$ cat src/rtl/fetch_pkg.sv
// Shared types and constants for the instruction fetch stage: defaults,
// the NOP filler word, the FSM state type and the prefetch queue entry.
package fetch_pkg;

    localparam int          FETCH_DEPTH    = 4;
    localparam logic [31:0] FETCH_RESET_PC = 32'h0000_0000;
    localparam logic [31:0] NOP_INSTR      = 32'h0000_0013;

    typedef enum logic {
        ST_RUN   = 1'b0,
        ST_FLUSH = 1'b1
    } fetch_state_t;

    typedef struct packed {
        logic [31:0] pc;
        logic [31:0] instr;
    } fetch_entry_t;

    // Fetch addresses are always word aligned; the low two bits are dropped.
    function automatic logic [31:0] align_pc(input logic [31:0] pc);
        return pc & 32'hFFFF_FFFC;
    endfunction

endpackage

$ cat src/rtl/fetch_if.sv
// Bus bundles of the fetch stage: the instruction-memory request/response
// channel and the fetch-to-decode valid/ready channel.
interface fetch_imem_if;
    logic        imem_req;
    logic [31:0] imem_addr;
    logic        imem_gnt;
    logic        imem_rvalid;
    logic [31:0] imem_rdata;

    modport master (
        output imem_req,
        output imem_addr,
        input  imem_gnt,
        input  imem_rvalid,
        input  imem_rdata
    );

    modport slave (
        input  imem_req,
        input  imem_addr,
        output imem_gnt,
        output imem_rvalid,
        output imem_rdata
    );
endinterface

interface fetch_id_if;
    logic        id_valid;
    logic        id_ready;
    logic [31:0] id_instr;
    logic [31:0] id_pc;
    logic [31:0] id_pc_plus4;

    modport master (
        output id_valid,
        input  id_ready,
        output id_instr,
        output id_pc,
        output id_pc_plus4
    );

    modport slave (
        input  id_valid,
        output id_ready,
        input  id_instr,
        input  id_pc,
        input  id_pc_plus4
    );
endinterface

$ cat src/rtl/fetch_fifo.sv
// Prefetch queue of {pc, instr} entries with a single-cycle flush.
// The head is read combinationally so a pushed entry is visible next cycle.
module fetch_fifo
    import fetch_pkg::*;
#(
    parameter int DEPTH = FETCH_DEPTH,
    localparam int AW = $clog2(DEPTH),
    localparam int CW = AW + 1
) (
    input  logic         clk,
    input  logic         rst,
    input  logic         flush,
    input  logic         push,
    input  fetch_entry_t push_data,
    input  logic         pop,
    output fetch_entry_t head,
    output logic [CW-1:0] count
);

    fetch_entry_t  mem_q [DEPTH];
    logic [AW-1:0] wr_ptr_q, wr_ptr_d;
    logic [AW-1:0] rd_ptr_q, rd_ptr_d;
    logic [CW-1:0] count_q, count_d;
    logic          full, empty;
    logic          push_en, pop_en;

    assign full    = (count_q == CW'(DEPTH));
    assign empty   = (count_q == '0);
    assign push_en = push && !full && !flush;
    assign pop_en  = pop && !empty;

    always_comb begin
        wr_ptr_d = wr_ptr_q;
        rd_ptr_d = rd_ptr_q;
        count_d  = count_q;
        if (flush) begin
            wr_ptr_d = '0;
            rd_ptr_d = '0;
            count_d  = '0;
        end else begin
            if (push_en) wr_ptr_d = wr_ptr_q + 1'b1;
            if (pop_en)  rd_ptr_d = rd_ptr_q + 1'b1;
            count_d = count_q + CW'(push_en) - CW'(pop_en);
        end
    end

    always_ff @(posedge clk or posedge rst) begin
        if (rst) begin
            wr_ptr_q <= '0;
            rd_ptr_q <= '0;
            count_q  <= '0;
        end else begin
            wr_ptr_q <= wr_ptr_d;
            rd_ptr_q <= rd_ptr_d;
            count_q  <= count_d;
        end
    end

    // Storage needs no reset: the count alone decides which entries are live.
    always_ff @(posedge clk) begin
        if (push_en) mem_q[wr_ptr_q] <= push_data;
    end

    assign head  = mem_q[rd_ptr_q];
    assign count = count_q;

endmodule

$ cat src/rtl/fetch_stage.sv
// Instruction fetch stage: credit-limited prefetch into a small queue, with
// redirect handling that drains in-flight responses in the FLUSH state.
module fetch_stage
    import fetch_pkg::*;
#(
    parameter int          DEPTH    = FETCH_DEPTH,
    parameter logic [31:0] RESET_PC = FETCH_RESET_PC
) (
    input  logic              clk,
    input  logic              rst,
    fetch_imem_if.master      imem,
    fetch_id_if.master        id,
    input  logic              redirect_valid,
    input  logic [31:0]       redirect_pc
);

    localparam int CW = $clog2(DEPTH) + 1;

    fetch_state_t  state_q, state_d;
    logic [31:0]   fetch_pc_q, fetch_pc_d;
    logic [31:0]   resp_pc_q, resp_pc_d;
    logic [CW-1:0] outst_q, outst_d;

    logic [CW-1:0] fifo_count;
    fetch_entry_t  fifo_head;
    fetch_entry_t  push_entry;
    logic [CW:0]   credit_used;
    logic [31:0]   redirect_target;
    logic [31:0]   head_pc;
    logic          q_valid;
    logic          fetch_req;
    logic          grant;
    logic          resp;
    logic          push;
    logic          pop;

    assign redirect_target = align_pc(redirect_pc);
    assign credit_used     = {1'b0, fifo_count} + {1'b0, outst_q};
    assign q_valid         = (fifo_count != '0);

    // Every request already granted reserves a queue slot, so a response
    // always finds room and the queue can never overflow.
    assign fetch_req = (state_q == ST_RUN) && !rst && (credit_used < (CW+1)'(DEPTH));
    assign grant     = fetch_req && imem.imem_gnt;

    // A response with nothing outstanding belongs to a request issued
    // before the last reset and is ignored entirely.
    assign resp = imem.imem_rvalid && (outst_q != '0);
    assign push = resp && (state_q == ST_RUN) && !redirect_valid;
    assign pop  = q_valid && id.id_ready;

    assign push_entry = '{pc: resp_pc_q, instr: imem.imem_rdata};

    always_comb begin
        state_d    = state_q;
        fetch_pc_d = fetch_pc_q;
        resp_pc_d  = resp_pc_q;
        outst_d    = outst_q + CW'(grant) - CW'(resp);

        if (redirect_valid) begin
            fetch_pc_d = redirect_target;
            resp_pc_d  = redirect_target;
        end else begin
            if (grant) fetch_pc_d = fetch_pc_q + 32'd4;
            if (push)  resp_pc_d  = resp_pc_q + 32'd4;
        end

        // A grant in the redirect cycle is still in flight and must drain.
        case (state_q)
            ST_RUN: begin
                if (redirect_valid && (outst_d != '0)) state_d = ST_FLUSH;
            end
            ST_FLUSH: begin
                if (outst_d == '0) state_d = ST_RUN;
            end
            default: state_d = ST_RUN;
        endcase
    end

    always_ff @(posedge clk or posedge rst) begin
        if (rst) begin
            state_q    <= ST_RUN;
            fetch_pc_q <= RESET_PC;
            resp_pc_q  <= RESET_PC;
            outst_q    <= '0;
        end else begin
            state_q    <= state_d;
            fetch_pc_q <= fetch_pc_d;
            resp_pc_q  <= resp_pc_d;
            outst_q    <= outst_d;
        end
    end

    fetch_fifo #(
        .DEPTH (DEPTH)
    ) u_fifo (
        .clk       (clk),
        .rst       (rst),
        .flush     (redirect_valid),
        .push      (push),
        .push_data (push_entry),
        .pop       (pop),
        .head      (fifo_head),
        .count     (fifo_count)
    );

    assign imem.imem_req  = fetch_req;
    assign imem.imem_addr = fetch_pc_q;

    assign head_pc        = q_valid ? fifo_head.pc : 32'h0;
    assign id.id_valid    = q_valid;
    assign id.id_instr    = q_valid ? fifo_head.instr : NOP_INSTR;
    assign id.id_pc       = head_pc;
    assign id.id_pc_plus4 = head_pc + 32'd4;

endmodule

$ cat src/flat_wrapper.sv
// flat-port wrapper written by rule: the top's interface ports become plain ports
module fetch_stage_flat import fetch_pkg::*;
#(
    parameter int          DEPTH    = FETCH_DEPTH,
    parameter logic [31:0] RESET_PC = FETCH_RESET_PC
)
  (clk, rst, redirect_valid, redirect_pc, imem_imem_req, imem_imem_addr, imem_imem_gnt, imem_imem_rvalid, imem_imem_rdata, id_id_valid, id_id_ready, id_id_instr, id_id_pc, id_id_pc_plus4);
  fetch_imem_if imem_i ();
  fetch_id_if id_i ();
  input  logic clk;
  input  logic rst;
  input  logic redirect_valid;
  input  logic [31:0] redirect_pc;
  output wire logic [$bits(imem_i.imem_req)-1:0] imem_imem_req;
  output wire logic [$bits(imem_i.imem_addr)-1:0] imem_imem_addr;
  input wire logic [$bits(imem_i.imem_gnt)-1:0] imem_imem_gnt;
  input wire logic [$bits(imem_i.imem_rvalid)-1:0] imem_imem_rvalid;
  input wire logic [$bits(imem_i.imem_rdata)-1:0] imem_imem_rdata;
  output wire logic [$bits(id_i.id_valid)-1:0] id_id_valid;
  input wire logic [$bits(id_i.id_ready)-1:0] id_id_ready;
  output wire logic [$bits(id_i.id_instr)-1:0] id_id_instr;
  output wire logic [$bits(id_i.id_pc)-1:0] id_id_pc;
  output wire logic [$bits(id_i.id_pc_plus4)-1:0] id_id_pc_plus4;
  assign imem_imem_req = imem_i.imem_req;
  assign imem_imem_addr = imem_i.imem_addr;
  assign imem_i.imem_gnt = imem_imem_gnt;
  assign imem_i.imem_rvalid = imem_imem_rvalid;
  assign imem_i.imem_rdata = imem_imem_rdata;
  assign id_id_valid = id_i.id_valid;
  assign id_i.id_ready = id_id_ready;
  assign id_id_instr = id_i.id_instr;
  assign id_id_pc = id_i.id_pc;
  assign id_id_pc_plus4 = id_i.id_pc_plus4;
  fetch_stage #(.DEPTH(DEPTH), .RESET_PC(RESET_PC)) u_core (.clk(clk), .rst(rst), .imem(imem_i), .id(id_i), .redirect_valid(redirect_valid), .redirect_pc(redirect_pc));
endmodule
$ cat config.mk
export PLATFORM = sky130hd
export DESIGN_NAME = fetch_stage_flat
export DESIGN_NICKNAME = d
export VERILOG_FILES = /design/src/rtl/fetch_pkg.sv /design/src/rtl/fetch_if.sv /design/src/rtl/fetch_fifo.sv /design/src/rtl/fetch_stage.sv /design/src/flat_wrapper.sv
export SDC_FILE = /design/constraint.sdc
export NUM_CORES = 1
export LEC_CHECK = 0
export CAP_MARGIN = 15
export CORE_MARGIN = 5
export CORE_UTILIZATION = 50
export CTS_BUF_LIST = sky130_fd_sc_hd__clkbuf_8
export DETAILED_ROUTE_END_ITERATION = 10
export GPL_TIMING_DRIVEN = 0
export HOLD_SLACK_MARGIN = 0.03
export PLACE_DENSITY = 0.74
export SLEW_MARGIN = 20
export SYNTH_ARGS = -nofsm -noshare
export SYNTH_HDL_FRONTEND = slang
export SYNTH_SLANG_ARGS = --single-unit
$ cat constraint.sdc
create_clock -name clk -period 4.18 [get_ports clk]
set_clock_uncertainty 0.2 [all_clocks]
set_input_delay 1.045 -clock clk [delete_from_list [all_inputs] [get_ports clk]]
set_output_delay 1.045 -clock clk [all_outputs]
set_load 0.005 [all_outputs]
==> results of run 1 <==
-- power breakdown --
part	internal [W]	leakage, nW	total [W]	switching (W)
clock network	0.00147	0.581	0.00262	0.00115
logic	0.00200	3.03	0.00360	0.00160
registers	0.00361	3.06	0.00377	0.000161
total	0.00708	6.67	0.00999	0.00292
-- worst max-delay path, cell delays in order (launching register included) --
cell,delay (ns)
dfrtp_1,0.37
buf_6,0.13
buf_12,0.12
mux4_2,0.34
and2_4,0.15
ha_4,0.15
nand2_2,0.06
o22ai_2,0.21
nand4_1,0.17
buf_6,0.17
buf_4,0.13
nor3_4,0.14
buf_4,0.14
buf_6,0.11
nand3_4,0.08
xnor2_2,0.14
buf_2,0.13
-- per-stage QoR --
step | setup TNS, ns | setup WS, ns | hold WS, ns | cell area [um^2]
2_1_floorplan | 0 | 0.255 | 0.276 | 14200
3_3_place_gp | -254.98 | -1.64 | 0.320 | 16500
3_5_place_dp | -25.98 | -1.65 | 0.341 | 16700
4_1_cts | -7.49 | -0.414 | 0.356 | 18200
5_1_grt | -14.01 | -0.546 | 0.384 | 18400
6_report | -6.13 | -0.384 | 0.355 | 18400
-- layout by cell type, fill, tap and decap left out, types with 7 or more instances in the layout --
| cell | synthesis | routed |
|---|---|---|
| a21oi_1 | 13 | 13 |
| and2_1 | 59 | 51 |
| dfrtp_1 | 71 | 69 |
| nand2_1 | 48 | 42 |
| nor3_1 | 15 | 12 |
| xnor2_1 | 61 | 52 |
| xor2_1 | 25 | 25 |
| nand3_1 | 39 | 27 |
| and3_1 | 13 | 12 |
| mux4_2 | 58 | 63 |
| buf_2 | 9 | 24 |
| inv_1 | 31 | 47 |
| nand3_2 | 1 | 7 |
| xnor2_2 | 0 | 8 |
| mux2_2 | 42 | 42 |
| nand4_1 | 20 | 20 |
| buf_4 | 7 | 42 |
| buf_6 | 2 | 14 |
| ha_1 | 13 | 12 |
| edfxtp_1 | 248 | 248 |
| clkdlybuf4s50_1 | 0 | 163 |
| clkbuf_8 | 0 | 58 |
| and2_4 | 0 | 7 |
| clkbuf_1 | 19 | 11 |
| nor2_1 | 41 | 39 |
| buf_12 | 0 | 8 |
-- worst max-delay path by stage --
stage,start,endpoint,cells after the start
global placement,u_core.u_fifo.count[1]$_DFF_PP0_,id_id_pc_plus4[30],13
detailed placement,u_core.u_fifo.count[1]$_DFF_PP0_,id_id_pc_plus4[30],14
finish,u_core.u_fifo.rd_ptr_q[0]$_DFFE_PP0P_,id_id_pc_plus4[14],16
floorplan,u_core.u_fifo.count[1]$_DFF_PP0_,id_id_pc_plus4[30],12
CTS,u_core.u_fifo.rd_ptr_q[0]$_DFFE_PP0P_,id_id_pc_plus4[30],14
global route,u_core.u_fifo.rd_ptr_q[0]$_DFFE_PP0P_,id_id_pc_plus4[30],14
-- per-layer routing --
| layer | wire (um) | vias to the layer above | track usage, % |
|---|---|---|---|
| li1 | - | 3957 | - |
| met1 | 13600 | 4368 | 28.1 |
| met2 | 16100 | 333 | 34.8 |
| met3 | 2570 | 44 | 4.73 |
| met4 | 444 | 0 | 4.57 |
| met5 | 0 | - | 0 |
-- area by class of cell --
class,instances,area (um^2)
Clock buffer,56,771
Sequential cell,319,9230
Tap cell,378,473
Timing Repair Buffer,242,2350
Fill cell,1977,9430
Clock inverter,32,235
Inverter,32,123
Multi-Input combinational cell,511,4920
Buffer,41,333
-- cell families after synthesis --
group           Yosys count
compound gates           30
xor+xnor                 86
fa+ha+maj                15
buf+inv                  74
flops                   319
mux                     110
other cells               1
simple gates            264
-- registers in the layout (all words and copies together) (netlist names) --
register and flops:
u_core.imem.imem_addr 30, u_core.outst_q 3, u_core.resp_pc_q 30, u_core.state_q 1, u_core.u_fifo.count 3, u_core.u_fifo.mem_q 248
u_core.u_fifo.rd_ptr_q 2, u_core.u_fifo.wr_ptr_q 2
-- what timing repair did --
item                                    in CTS  in global routing
pin swaps                                   27                 12
endpoints found under the hold margin        0                  0
hold buffers                                 0                  0
gates cloned                                 1                  0
gates resized for setup                    178                 36
setup buffers                               35                 12
endpoints found under the setup margin      78                 61
==> summary.md, run 1 <==
| Metric | Value |
|---|---|
| I/O Buffers | `190` |
| R2R Setup Slk | `0.74 ns` |
| Std cell rows | `61` |
| LEAKAGE | `6.67 nW` |
| Slew Viols, Final | `0` |
| Nets | `1,282` |
| Worst EP arrival | `3.32 ns` |
| Via count | `8,702` |
| Crit path kind | `register to output port` |
| Mux cell area share after synthesis | `14.0%` |
| Crit path launch type | `register` |
| Slew at the pin closest to its max-slew limit | `0.952 ns` |
| Total core area | `27,900 um^2` |
| CTS tree | `built` |
| Clk buf depth | `3` |
| Die H | `178 um` |
| Simple-Gate Fraction of Synth Area | `10.3%` |
| Async set-reset flop share out of synthesis | `22.3%` |
| Final core occ | `66.2%` |
| MaxCap Viol Count | `0` |
| GP Congestion | `0.863` |
| Initial antenna violation count | `0` |
| Worst-path clk slew | `0.06 ns` |
| DRC violations left | `0` |
| Synth top area share | `52.7%` |
| Share of layout cells above drive strength 1 | `27.5%` |
| Final setup vio count | `48` |
| H-tree Lvls | `2` |
| Starting Density | `50.8%` |
| Status | `complete, but fails checks` |
| Wire per inst | `20.3 um` |
| Main combinational cell family by area after synthesis | `multiplexers` |
| Compound-gate portion of the synthesized area | `1.28%` |
| P per Cell Area | `542 nW/um^2` |
| Synth Area in Adders | `1.43%` |
| CP endpoint kind | `output port` |
| Most common flop cell mapped by yosys | `edfxtp_1` |
| R2R Path Start | `u_core.u_fifo.count[2]$_DFF_PP0_` |
| Tmin final | `4.56 ns` |
| Synth Cell Area | `14,100 um^2` |
| DRT Pass-1 Iters | `5` |
| Later-pin clock latency in the skew report | `0.57 ns` |
| Num CTS Buffers | `50` |
| Xor/xnor share of the synthesized area | `5.33%` |
| Layout area overhead | `30.3%` |
| Yosys reg bits | `319` |
| Yosys cell types | `50` |
| Post-route antenna net violation count | `0` |
| Total power | `0.00999 W` |
| Post-synth top area cell | `edfxtp_1` |
| Hold_sp | `u_core.resp_pc_q[26]$_DFFE_PP0N_` |
| I/O pins | `200` |
| Vias in the first global route | `9,199` |
| Worst r2r path cells | `8` |
| Final worst slack | `-0.384 ns` |
| FF-to-FF End | `u_core.state_q$_DFF_PP0_` |
| Dpl cells | `1,478` |
| Main area contributors after synthesis | `edfxtp_1, dfrtp_1, mux4_2` |
| Root buf cell | `clkbuf_8` |
| Final non-filler cell total | `1,611` |
| Global Route Usage Sum | `20.7%` |
| Failing checks | `negative setup slack` |
| Die area | `31,700 um^2` |
| Antenna Cells | `0` |
| Final hold vios | `0` |
| WL final | `32,700 um` |
| Worst vdd ir | `0.257 mV` |
| Final period util | `109%` |
| Worst hold path class | `register to register` |
| Syn avg cell area | `15.7 um^2` |
| Most common cell in the netlist | `edfxtp_1` |
| Hold path endpoint | `u_core.u_fifo.mem_q[2][58]$_DFFE_PP_` |
| Hold path depth | `0` |
| Crit path max fanout | `5` |
| Grt ovf | `0` |
| Die width | `178 um` |
| CP required | `2.93 ns` |
| Post-synth top cells | `edfxtp_1, dfrtp_1, xnor2_1` |
| Vias/cell | `5.40` |
| First DRT Iteration DRCs | `569` |
| Yosys warnings | `0` |
| Post-DP HPWL | `22,400 um` |
| Cell count after synthesis | `899` |
| Pin count of the biggest net entering global routing | `45` |
| Max-slew headroom | `36.0%` |
| Global-route wire length before repair | `50,900 um` |
| Clock Sinks | `319` |
| RSZ-0062 raised after global routing | `yes` |
| Number of flops mapped to enable cells by yosys | `248` |
| Seq/Total Area, Yosys | `65.2%` |
| Maximum clock rate | `0.219 GHz` |
Note: power is estimated with default switching activity, not from simulation.
==> inputs of run 2 (changes only) <==
Settings changed: CORE_MARGIN 5 to 2.
==> run 2 against run 1 <==
- worst hold slack got worse by 0.0022 ns
- total power decreased by 1.4%
- the run still ends with negative setup slack left
- final cell count increased by 1.7%
- clock power decreased by 11%
- worst setup slack got worse by 0.015 ns
==> summary.md, run 2 (synthesis gave the netlist of run 1 again) <==
| Metric | Value |
|---|---|
| Status | `complete, but fails checks (unchanged)` |
| Failing checks | `negative setup slack (unchanged)` |
| Via count | `8,871 (was 8,702)` |
| R2R Path Start | `u_core.u_fifo.count[2]$_DFF_PP0_ (unchanged)` |
| Crit path launch type | `register (unchanged)` |
| RSZ-0062 raised after global routing | `yes (unchanged)` |
| Clock Sinks | `319 (unchanged)` |
| Maximum clock rate | `0.218 GHz (was 0.219 GHz)` |
| I/O Buffers | `190 (unchanged)` |
| Die area | `29,600 um^2 (was 31,700 um^2)` |
| WL final | `33,000 um (was 32,700 um)` |
| Pin count of the biggest net entering global routing | `47 (was 45)` |
| Die width | `172 um (was 178 um)` |
| Final worst slack | `-0.399 ns (was -0.384 ns)` |
| DRT Pass-1 Iters | `5 (unchanged)` |
| GRT Max-Usage Layer | `met2 (unchanged)` |
| Filler instances | `1,940 (was 1,977)` |
| MaxCap Viol Count | `0 (unchanged)` |
| CP bufs+invs | `6 (was 7)` |
| Total core area | `27,800 um^2 (was 27,900 um^2)` |
| CTS tree | `built (unchanged)` |
| Wire per inst | `20.1 um (was 20.3 um)` |
| GP Congestion | `0.836 (was 0.863)` |
| H-tree Lvls | `2 (unchanged)` |
| Total power | `0.00985 W (was 0.00999 W)` |
| Nets | `1,309 (was 1,282)` |
| I/O pins | `200 (unchanged)` |
| First DRT Iteration DRCs | `860 (was 569)` |
| Num CTS Buffers | `51 (was 50)` |
| M3 GR Usage | `4.19% (was 4.73%)` |
| Worst EP arrival | `3.33 ns (was 3.32 ns)` |
| Clk buf depth | `3 (unchanged)` |
| Post-DP HPWL | `21,600 um (was 22,400 um)` |
| Initial antenna violation count | `0 (unchanged)` |
| Worst path max stage delay | `0.37 ns (about the same)` |
| Most used cell, CP | `buf_6 (unchanged)` |
| DRC violations left | `0 (unchanged)` |
| Crit-path leading delay family | `buffers and inverters (unchanged)` |
| Worst vdd ir | `0.252 mV (was 0.257 mV)` |
| Slew Viols, Final | `0 (unchanged)` |
| CP startpoint | `u_core.u_fifo.rd_ptr_q[0]$_DFFE_PP0P_ (unchanged)` |
| Root buf cell | `clkbuf_8 (unchanged)` |
| Design Area, Final | `18,700 um^2 (was 18,400 um^2)` |
| Vias in the first global route | `9,136 (was 9,199)` |
| Biggest register | `u_core.u_fifo.mem_q (unchanged)` |
| Global Route Usage Sum | `22.3% (was 20.7%)` |
| Hold_sp | `u_core.resp_pc_q[23]$_DFFE_PP0N_ (was u_core.resp_pc_q[26]$_DFFE_PP0N_)` |
| Final period util | `110% (was 109%)` |
| Post-route antenna net violation count | `0 (unchanged)` |
| Std cell rows | `61 (unchanged)` |
| Die H | `172 um (was 178 um)` |
| Commonest non-fill, non-tap cell in the layout | `edfxtp_1 (unchanged)` |
| Global-route wire length before repair | `50,000 um (was 50,900 um)` |
| LEAKAGE | `7.29 nW (was 6.67 nW)` |
| Vias/cell | `5.42 (was 5.40)` |
| P per Cell Area | `526 nW/um^2 (was 542 nW/um^2)` |
| GR Util met1 | `29.6% (was 28.1%)` |
| Slew at the pin closest to its max-slew limit | `0.889 ns (was 0.952 ns)` |
| Worst hold path class | `register to register (unchanged)` |
| Crit path max fanout | `5 (unchanged)` |
| Grt ovf | `0 (unchanged)` |
| Antenna Cells | `0 (unchanged)` |
| Most frequent cells in the layout | `edfxtp_1, clkdlybuf4s50_1, dfrtp_1 (unchanged)` |
| Max reg flops | `248 (unchanged)` |
| Worst-path clk slew | `0.07 ns (was 0.06 ns)` |
| Max-slew headroom | `40.6% (was 36.0%)` |
| Tmin final | `4.58 ns (was 4.56 ns)` |
| Place WS | `-1.63 ns (was -1.65 ns)` |
| Crit-path cells | `buf_6 > buf_12 > mux4_2 > and2_4 > ha_4 > nand2_4 > o22ai_4 > nand4_1 > buf_6 > buf_6 > nor3_4 > buf_6 > nand4_1 > xnor2_1 > buf_2 (was buf_6 > buf_12 > mux4_2 > and2_4 > ha_4 > nand2_2 > o22ai_2 > nand4_1 > buf_6 > buf_4 > nor3_4 > buf_4 > buf_6 > nand3_4 > xnor2_2 > buf_2)` |
| Layout area overhead | `32.5% (was 30.3%)` |
| Share of layout cells above drive strength 1 | `28.6% (was 27.5%)` |
| Final hold vios | `0 (unchanged)` |
| Starting Density | `50.9% (was 50.8%)` |
| Final setup vio count | `21 (was 48)` |
| Later-pin clock latency in the skew report | `0.56 ns (was 0.57 ns)` |
| Post-DP Area | `16,700 um^2 (unchanged)` |
| Crit path kind | `register to output port (unchanged)` |
| CP required | `2.93 ns (about the same)` |
| Final core occ | `67.4% (was 66.2%)` |
| Master of the slowest instance on the critical path | `dfrtp_1 (unchanged)` |
| Met2 Resource Use GR | `37.3% (was 34.8%)` |
| CP endpoint kind | `output port (unchanged)` |
[run 2: cell types whose count changed in the layout (fill, tap and decap cells not counted), sizes merged]
| cell | delta |
|---|---|
| clkinv | +4 |
| inv | +2 |
| clkdlybuf4s15 | +2 |
| buf | +21 |
| clkbuf | +4 |
| bufinv | -4 |
| dlymetal6s2s | +36 |
| dlygate4sd2 | -1 |
| clkdlybuf4s50 | -37 |
[run 2: area by class of cell]
cell class,instances,area (um^2),share of cell area (%)
Inverter,32,123,0.655
Tap cell,378,473,2.52
Clock buffer,55,757,4.04
Timing Repair Buffer,268,2760,14.7
Sequential cell,319,9230,49.3
Buffer,41,358,1.91
Clock inverter,34,140,0.748
Multi-Input combinational cell,511,4900,26.2
[run 2: report_power, final]
part	internal, W	switching, W
sequential	0.00361	0.000159
clock	0.00120	0.00114
combinational	0.00211	0.00164
[run 2: worst paths after layout]
kind,endpoint,slack [ns],depth (start not counted)
worst max-delay path,id_id_pc_plus4[26],-0.40,15
worst min-delay path,u_core.u_fifo.mem_q[1][55]$_DFFE_PP_,0.35,0
worst max register to register,u_core.state_q$_DFF_PP0_,0.81,8
worst min register to register,u_core.u_fifo.mem_q[1][55]$_DFFE_PP_,0.35,0
max in group asynchronous,u_core.resp_pc_q[12]$_DFFE_PP0N_,2.46,3
min in group asynchronous,u_core.outst_q[0]$_DFF_PP0_,0.76,2
[run 2: through the flow]
step	hold WS [ns]	TNS [ns]	cells
6_report	0.353	-5.14	1638
5_1_grt	0.402	-7.55	1638
4_1_cts	0.355	-6.87	1619
3_5_place_dp	0.345	-26.64	1478
3_3_place_gp	0.329	-265.97	1472
2_1_floorplan	0.276	0	904
[run 2: repair_timing]
item                                    CTS  global route
cloned                                    1             4
endpoints found under the setup margin   78            67
buffers inserted                         52            17
resized for setup                       174            91
hold buffers                              0             0
pin swaps                                31            20
[run 2: routing by layer]
layer  wire [um]  up-vias
li1            -     4013
met1       13900     4429
met2       16100      360
met3        2200       69
met4         842        0
met5           0        -
[run 2: worst reg2reg max path, stage by stage, from the launching register on]
cell and delay (ns):
dfrtp_2 0.40, buf_4 0.15, ha_1 0.19, or4_4 0.54, nor4b_4 0.46, buf_2 0.32
ha_1 0.20, fa_1 0.43, o32a_1 0.36
